==> config.mk <==
export PLATFORM = sky130hd
export DESIGN_NAME = sysid_regs
export DESIGN_NICKNAME = d
export VERILOG_FILES = /design/src/rtl/sysid_pkg.sv /design/src/rtl/sysid_uptime.sv /design/src/rtl/sysid_regs.sv
export SDC_FILE = /design/constraint.sdc
export NUM_CORES = 1
export LEC_CHECK = 0
export ABC_AREA = 1
export BUFFER_PORTS_ARGS = -buffer_cell sky130_fd_sc_hd__buf_2
export CORE_ASPECT_RATIO = 0.6
export CORE_MARGIN = 2
export CORE_UTILIZATION = 50
export DETAILED_ROUTE_END_ITERATION = 10
export PLACE_DENSITY_LB_ADDON = 0.08
export RECOVER_POWER = 25
export SLEW_MARGIN = 10
export SYNTH_ARGS = -nofsm -noshare
export SYNTH_HDL_FRONTEND = slang
export SYNTH_HIERARCHICAL = 1
export SYNTH_SLANG_ARGS = --single-unit
==> constraint.sdc <==
create_clock -name clock -period 1.15 [get_ports clock]
set_clock_uncertainty 0.15 [all_clocks]
set_input_delay 0.0575 -clock clock [delete_from_list [all_inputs] [get_ports clock]]
set_output_delay 0.0575 -clock clock [all_outputs]
set_load 0.01 [all_outputs]
==> src/rtl/sysid_pkg.sv <==
// Address map, CAPS bit layout and byte-merge helper for the system-ID register block.
package sysid_pkg;

  typedef logic [3:0] addr_t;

  localparam addr_t ADDR_ID        = 4'd0;
  localparam addr_t ADDR_TIMESTAMP = 4'd1;
  localparam addr_t ADDR_CLK_FREQ  = 4'd2;
  localparam addr_t ADDR_CAPS      = 4'd3;
  localparam addr_t ADDR_UPTIME_LO = 4'd4;
  localparam addr_t ADDR_UPTIME_HI = 4'd5;
  localparam addr_t ADDR_SCRATCH0  = 4'd8;

  localparam int CAPS_UPTIME_BIT   = 0;
  localparam int CAPS_NSCRATCH_LSB = 4;
  localparam int CAPS_NSCRATCH_MSB = 6;

  function automatic logic [31:0] merge_bytes(input logic [31:0] old_val,
                                              input logic [31:0] new_val,
                                              input logic [3:0]  be);
    logic [31:0] res;
    res = old_val;
    for (int b = 0; b < 4; b++) begin
      if (be[b]) res[b*8 +: 8] = new_val[b*8 +: 8];
    end
    return res;
  endfunction

endpackage

==> src/rtl/sysid_uptime.sv <==
// 64-bit free-running uptime counter with a HI shadow latched on every LO read.
// Only instantiated when SYSID_UPTIME_EN is defined.
module sysid_uptime (
  input  logic        clock_i,
  input  logic        reset_n_i,
  input  logic        clear_i,
  input  logic        latch_i,
  output logic [31:0] count_lo_o,
  output logic [31:0] shadow_o
);

  logic [63:0] count_q, count_d;
  logic [31:0] shadow_q, shadow_d;

  // The shadow captures the pre-clear HI so a LO read that coincides with a clear stays coherent.
  always_comb begin
    count_d  = clear_i ? 64'd0 : count_q + 64'd1;
    shadow_d = latch_i ? count_q[63:32] : shadow_q;
  end

  always_ff @(posedge clock_i or negedge reset_n_i) begin
    if (!reset_n_i) begin
      count_q  <= '0;
      shadow_q <= '0;
    end else begin
      count_q  <= count_d;
      shadow_q <= shadow_d;
    end
  end

  assign count_lo_o = count_q[31:0];
  assign shadow_o   = shadow_q;

endmodule

==> src/rtl/sysid_regs.sv <==
// Avalon-MM system-ID register block: ID, build timestamp, clock rate, capabilities, scratch.
// Define SYSID_UPTIME_EN to add the 64-bit uptime counter at addresses 4/5.
module sysid_regs
  import sysid_pkg::*;
#(
  parameter logic [31:0] ID_VALUE    = 32'h5C93_A092,
  parameter logic [31:0] TIMESTAMP   = 32'd0,
  parameter int unsigned CLK_FREQ_HZ = 50_000_000,
  parameter int unsigned NUM_SCRATCH = 2
) (
  input  logic        clock,
  input  logic        reset_n,
  input  logic [3:0]  address,
  input  logic        read,
  input  logic        write,
  input  logic [31:0] writedata,
  input  logic [3:0]  byteenable,
  output logic [31:0] readdata,
  output logic        readdatavalid
);

`ifdef SYSID_UPTIME_EN
  localparam logic CAPS_UPTIME = 1'b1;
`else
  localparam logic CAPS_UPTIME = 1'b0;
`endif

  localparam logic [31:0] CAPS_VALUE =
    (32'(CAPS_UPTIME) << CAPS_UPTIME_BIT) |
    ((32'(NUM_SCRATCH) << CAPS_NSCRATCH_LSB) & (32'h7 << CAPS_NSCRATCH_LSB)) |
    (32'(0) << CAPS_NSCRATCH_MSB);

  logic [31:0] scratch_q [NUM_SCRATCH];
  logic [31:0] scratch_d [NUM_SCRATCH];
  logic [31:0] readdata_q, readdata_d;
  logic        rvalid_q, rvalid_d;
  logic [31:0] rdata_mux;
  logic        scratch_hit;
  logic [1:0]  scratch_idx;
  logic [3:0]  scratch_off;

  assign scratch_off = address - ADDR_SCRATCH0;
  assign scratch_idx = scratch_off[1:0];
  assign scratch_hit = (address >= ADDR_SCRATCH0) && (32'(scratch_off) < NUM_SCRATCH);

`ifdef SYSID_UPTIME_EN
  logic [31:0] uptime_lo;
  logic [31:0] uptime_shadow;

  sysid_uptime u_uptime (
    .clock_i    (clock),
    .reset_n_i  (reset_n),
    .clear_i    (write && (address == ADDR_UPTIME_LO) && (byteenable != 4'b0000)),
    .latch_i    (read && (address == ADDR_UPTIME_LO)),
    .count_lo_o (uptime_lo),
    .shadow_o   (uptime_shadow)
  );
`endif

  always_comb begin
    rdata_mux = '0;
    case (address)
      ADDR_ID:        rdata_mux = ID_VALUE;
      ADDR_TIMESTAMP: rdata_mux = TIMESTAMP;
      ADDR_CLK_FREQ:  rdata_mux = 32'(CLK_FREQ_HZ);
      ADDR_CAPS:      rdata_mux = CAPS_VALUE;
`ifdef SYSID_UPTIME_EN
      ADDR_UPTIME_LO: rdata_mux = uptime_lo;
      ADDR_UPTIME_HI: rdata_mux = uptime_shadow;
`else
      ADDR_UPTIME_LO, ADDR_UPTIME_HI: rdata_mux = '0;
`endif
      default: begin
        for (int i = 0; i < int'(NUM_SCRATCH); i++) begin
          if (scratch_hit && (scratch_idx == 2'(i))) rdata_mux = scratch_q[i];
        end
      end
    endcase
  end

  // Response registers sample the pre-write state, so a read paired with a write returns old data.
  always_comb begin
    rvalid_d   = read;
    readdata_d = read ? rdata_mux : readdata_q;
    for (int i = 0; i < int'(NUM_SCRATCH); i++) begin
      scratch_d[i] = scratch_q[i];
      if (write && scratch_hit && (scratch_idx == 2'(i))) begin
        scratch_d[i] = merge_bytes(scratch_q[i], writedata, byteenable);
      end
    end
  end

  always_ff @(posedge clock or negedge reset_n) begin
    if (!reset_n) begin
      readdata_q <= '0;
      rvalid_q   <= 1'b0;
      for (int i = 0; i < int'(NUM_SCRATCH); i++) scratch_q[i] <= '0;
    end else begin
      readdata_q <= readdata_d;
      rvalid_q   <= rvalid_d;
      for (int i = 0; i < int'(NUM_SCRATCH); i++) scratch_q[i] <= scratch_d[i];
    end
  end

  assign readdata      = readdata_q;
  assign readdatavalid = rvalid_q;

endmodule

==> qor.yml <==
tightest_slew_ns: 0.561
final_nets: 764
async_flop_share: 1.00
synthTopCellsByCount: "nand2_1 (281), dfrtp_1 (97), nand4_1 (70)"
use_met3: 0.0579
use_met1: 0.393
synth_top_area_cell: "dfrtp_1"
grt_setup_unrepaired: "true"
synth_top_area_share: 0.529
syn_inst: 592
min_to: "scratch_q[43]"
finalSetupViolations: 0
irDropWorstVdd_uv: 713
cts_buffer_depth: 2
grt.overflow.total: 0
dr.pass1.iters: 6
antenna_found_initial: 0
finalCritPeriodShare: 0.969
dieArea_um2: 9980
fin_tns_setup_ns: 0
io_buffers: 76
grt_most_used_layer: "met2"
routabilityCongestion: 0.846
drive_gt1_frac: 0.199
avgSynthCellArea_um2: 7.75
maxCapViolations: 0
ys_types: 16
area_growth_pct: 30.9
status: "finished clean"
io_pins: 77
drt_iter0_drc: 437
critPathSlowestCell: "dfrtp_1"
min_delay_path_depth: 5
cp_slowest_stage_delay_ns: 0.41
layoutNonFillerInstCount: 841
placed_cell_area_um2: 5350
rr_endpoint: "readdata[12]"
clock_latency_ns: 0.34
critPathCaptureType: "output port"
chipHeight_um: 78.2
slew_viol_final: 0
grtUsageTotal: 0.269
hp-class: "input port to register"
worstReg2RegStart: "scratch_q[12]"
routed_wl_um: 12900
cp-start-kind: "register"
synth_ff_type: "dfrtp_1"
fin_crit_ns: 1.11
path_class: "register to output port"
syn-cell-area_um2: 4590
maxSlewHeadroom: 0.626
min-delay-start: "byteenable[1]"
grt_max_degree: 60
ant_nets: 0
die-width_um: 128
root_buffer: "clkbuf_16"
r2r_slack_ns: 0.22
worst_hold_slack_ns: 0.0306
synth_most_common_cell: "nand2_1"
vias_per_cell: 5.40
clock_sinks: 97
route.vias.total: 4540
cts_tree: "done"
power_density_nw_per_um2: 1390
worstPathRequired_ns: 0.94
clkTransAtPathRegs_ns: 0.06
start_util: 0.506
n_antenna_cell: 0
hold_violations: 0
num_rows: 27
grt_pass1_vias: 4245
worst-r2r-cell-count: 4
synth_edf_count: 0
path_buf_inv: 1
drc: 0
yosys-top-cells-area: "dfrtp_1 (53%), nand2_1 (23%), nand4_1 (9.5%)"
grt_pass1_wl_um: 20900
core-area_um2: 9050
worstPathCellList: "buf_2"
syn_nets: 636
crit_family: "flip-flops"
yosysSeqAreaShare: 0.529
cp_max_fo: 2
dp_cells: 787
power_mw: 8.32
fmax_mhz: 897
grt_util_met2: 0.407
dp_hpwl_um: 8510
htree_num_levels: 3
cts_buffers: 9
post-route-cell-area_um2: 6000
synth_seq_cells: 97
yosysWarnings: 6
critical_path_arrival_ns: 0.91
post_drt_wl_per_cell_um: 15.4
p_leak_nw: 3.41
-- worst min-delay path, delay by kind of cell --
kind          cells  cell delay (ns)
buf+inv           2             0.27
simple gates      3             0.15
-- metal layers --
metal / vias up / wire length, um
li1: 2198 / -
met1: 2123 / 5990
met2: 202 / 5680
met3: 17 / 1100
met4: 0 / 157
met5: - / 0
-- flip-flops by register name, indices dropped and copies added, names as in the netlist --
signal,cells
scratch_q,64
readdata,32
readdatavalid,1
-- final cells by class --
cell class              count  area (um2)
clock buffers              10         229
multi-input cells         428        1900
clock inverters             6        58.8
fillers                   777        3050
well taps                 116         145
repair buffers            158        1150
inverters                  26        97.6
flip-flops and latches     97        2430
-- power by group --
| part | internal, mW | switching (mW) | total [mW] |
|---|---|---|---|
| Combinational | 0.494 | 0.715 | 1.21 |
| Sequential | 3.88 | 0.256 | 4.13 |
| Clock | 1.68 | 1.30 | 2.98 |
-- what timing repair did --
action | in CTS | in global routing
endpoints found under the setup margin | 0 | 32
hold buffers | 37 | 0
hold endpoints to repair | 162 | 0
setup buffers | 0 | 1
gates resized for setup | 0 | 6
-- worst max path at each step --
| stage | from | end | slack, ns | depth (start not counted) |
|---|---|---|---|---|
| 6_report | readdata[5] | readdata[5] | 0.04 | 1 |
| 3_3_place_gp | address[2] | readdata[28] | -0.28 | 7 |
| 2_1_floorplan | write | scratch_q[32] | 0.03 | 6 |
| 3_5_place_dp | address[2] | readdata[4] | -0.30 | 7 |
| 4_1_cts | readdata[5] | readdata[5] | 0.03 | 1 |
| 5_1_grt | byteenable[3] | scratch_q[28] | -0.02 | 6 |
-- logic make-up after synthesis --
logic type / after synthesis / share of synthesized area
AND/OR/NAND/NOR: 426 / 0.409
AO/OA/AOI/OAI: 2 / 0.00218
buffers and inverters: 67 / 0.0595
flip-flops: 97 / 0.529
-- per-stage QoR --
step	worst slack, ns	utilization
floorplan	0.0320	-
global placement	-0.276	0.591
detailed placement	-0.299	0.591
CTS	0.0304	0.663
global route	-0.0238	0.663
finish	0.0351	0.663
-- cell usage in the layout, fill, tap and decap left out --
master,n
nand3_1,67
clkbuf_16,9
clkinv_4,1
nor2_4,2
buf_12,4
inv_2,3
nand2_1,279
clkinv_2,4
clkbuf_1,3
dlygate4sd3_1,36
buf_4,40
buf_2,72
nand4_1,70
clkinv_1,19
a21oi_1,1
bufinv_16,1
buf_6,1
nand2_2,2
clkbuf_4,2
dfrtp_1,97
inv_1,4
dlymetal6s4s_1,1
o21ai_0,1
nor2_2,3
nor2_1,3
No activity file was read; power rests on OpenSTA's default activity.
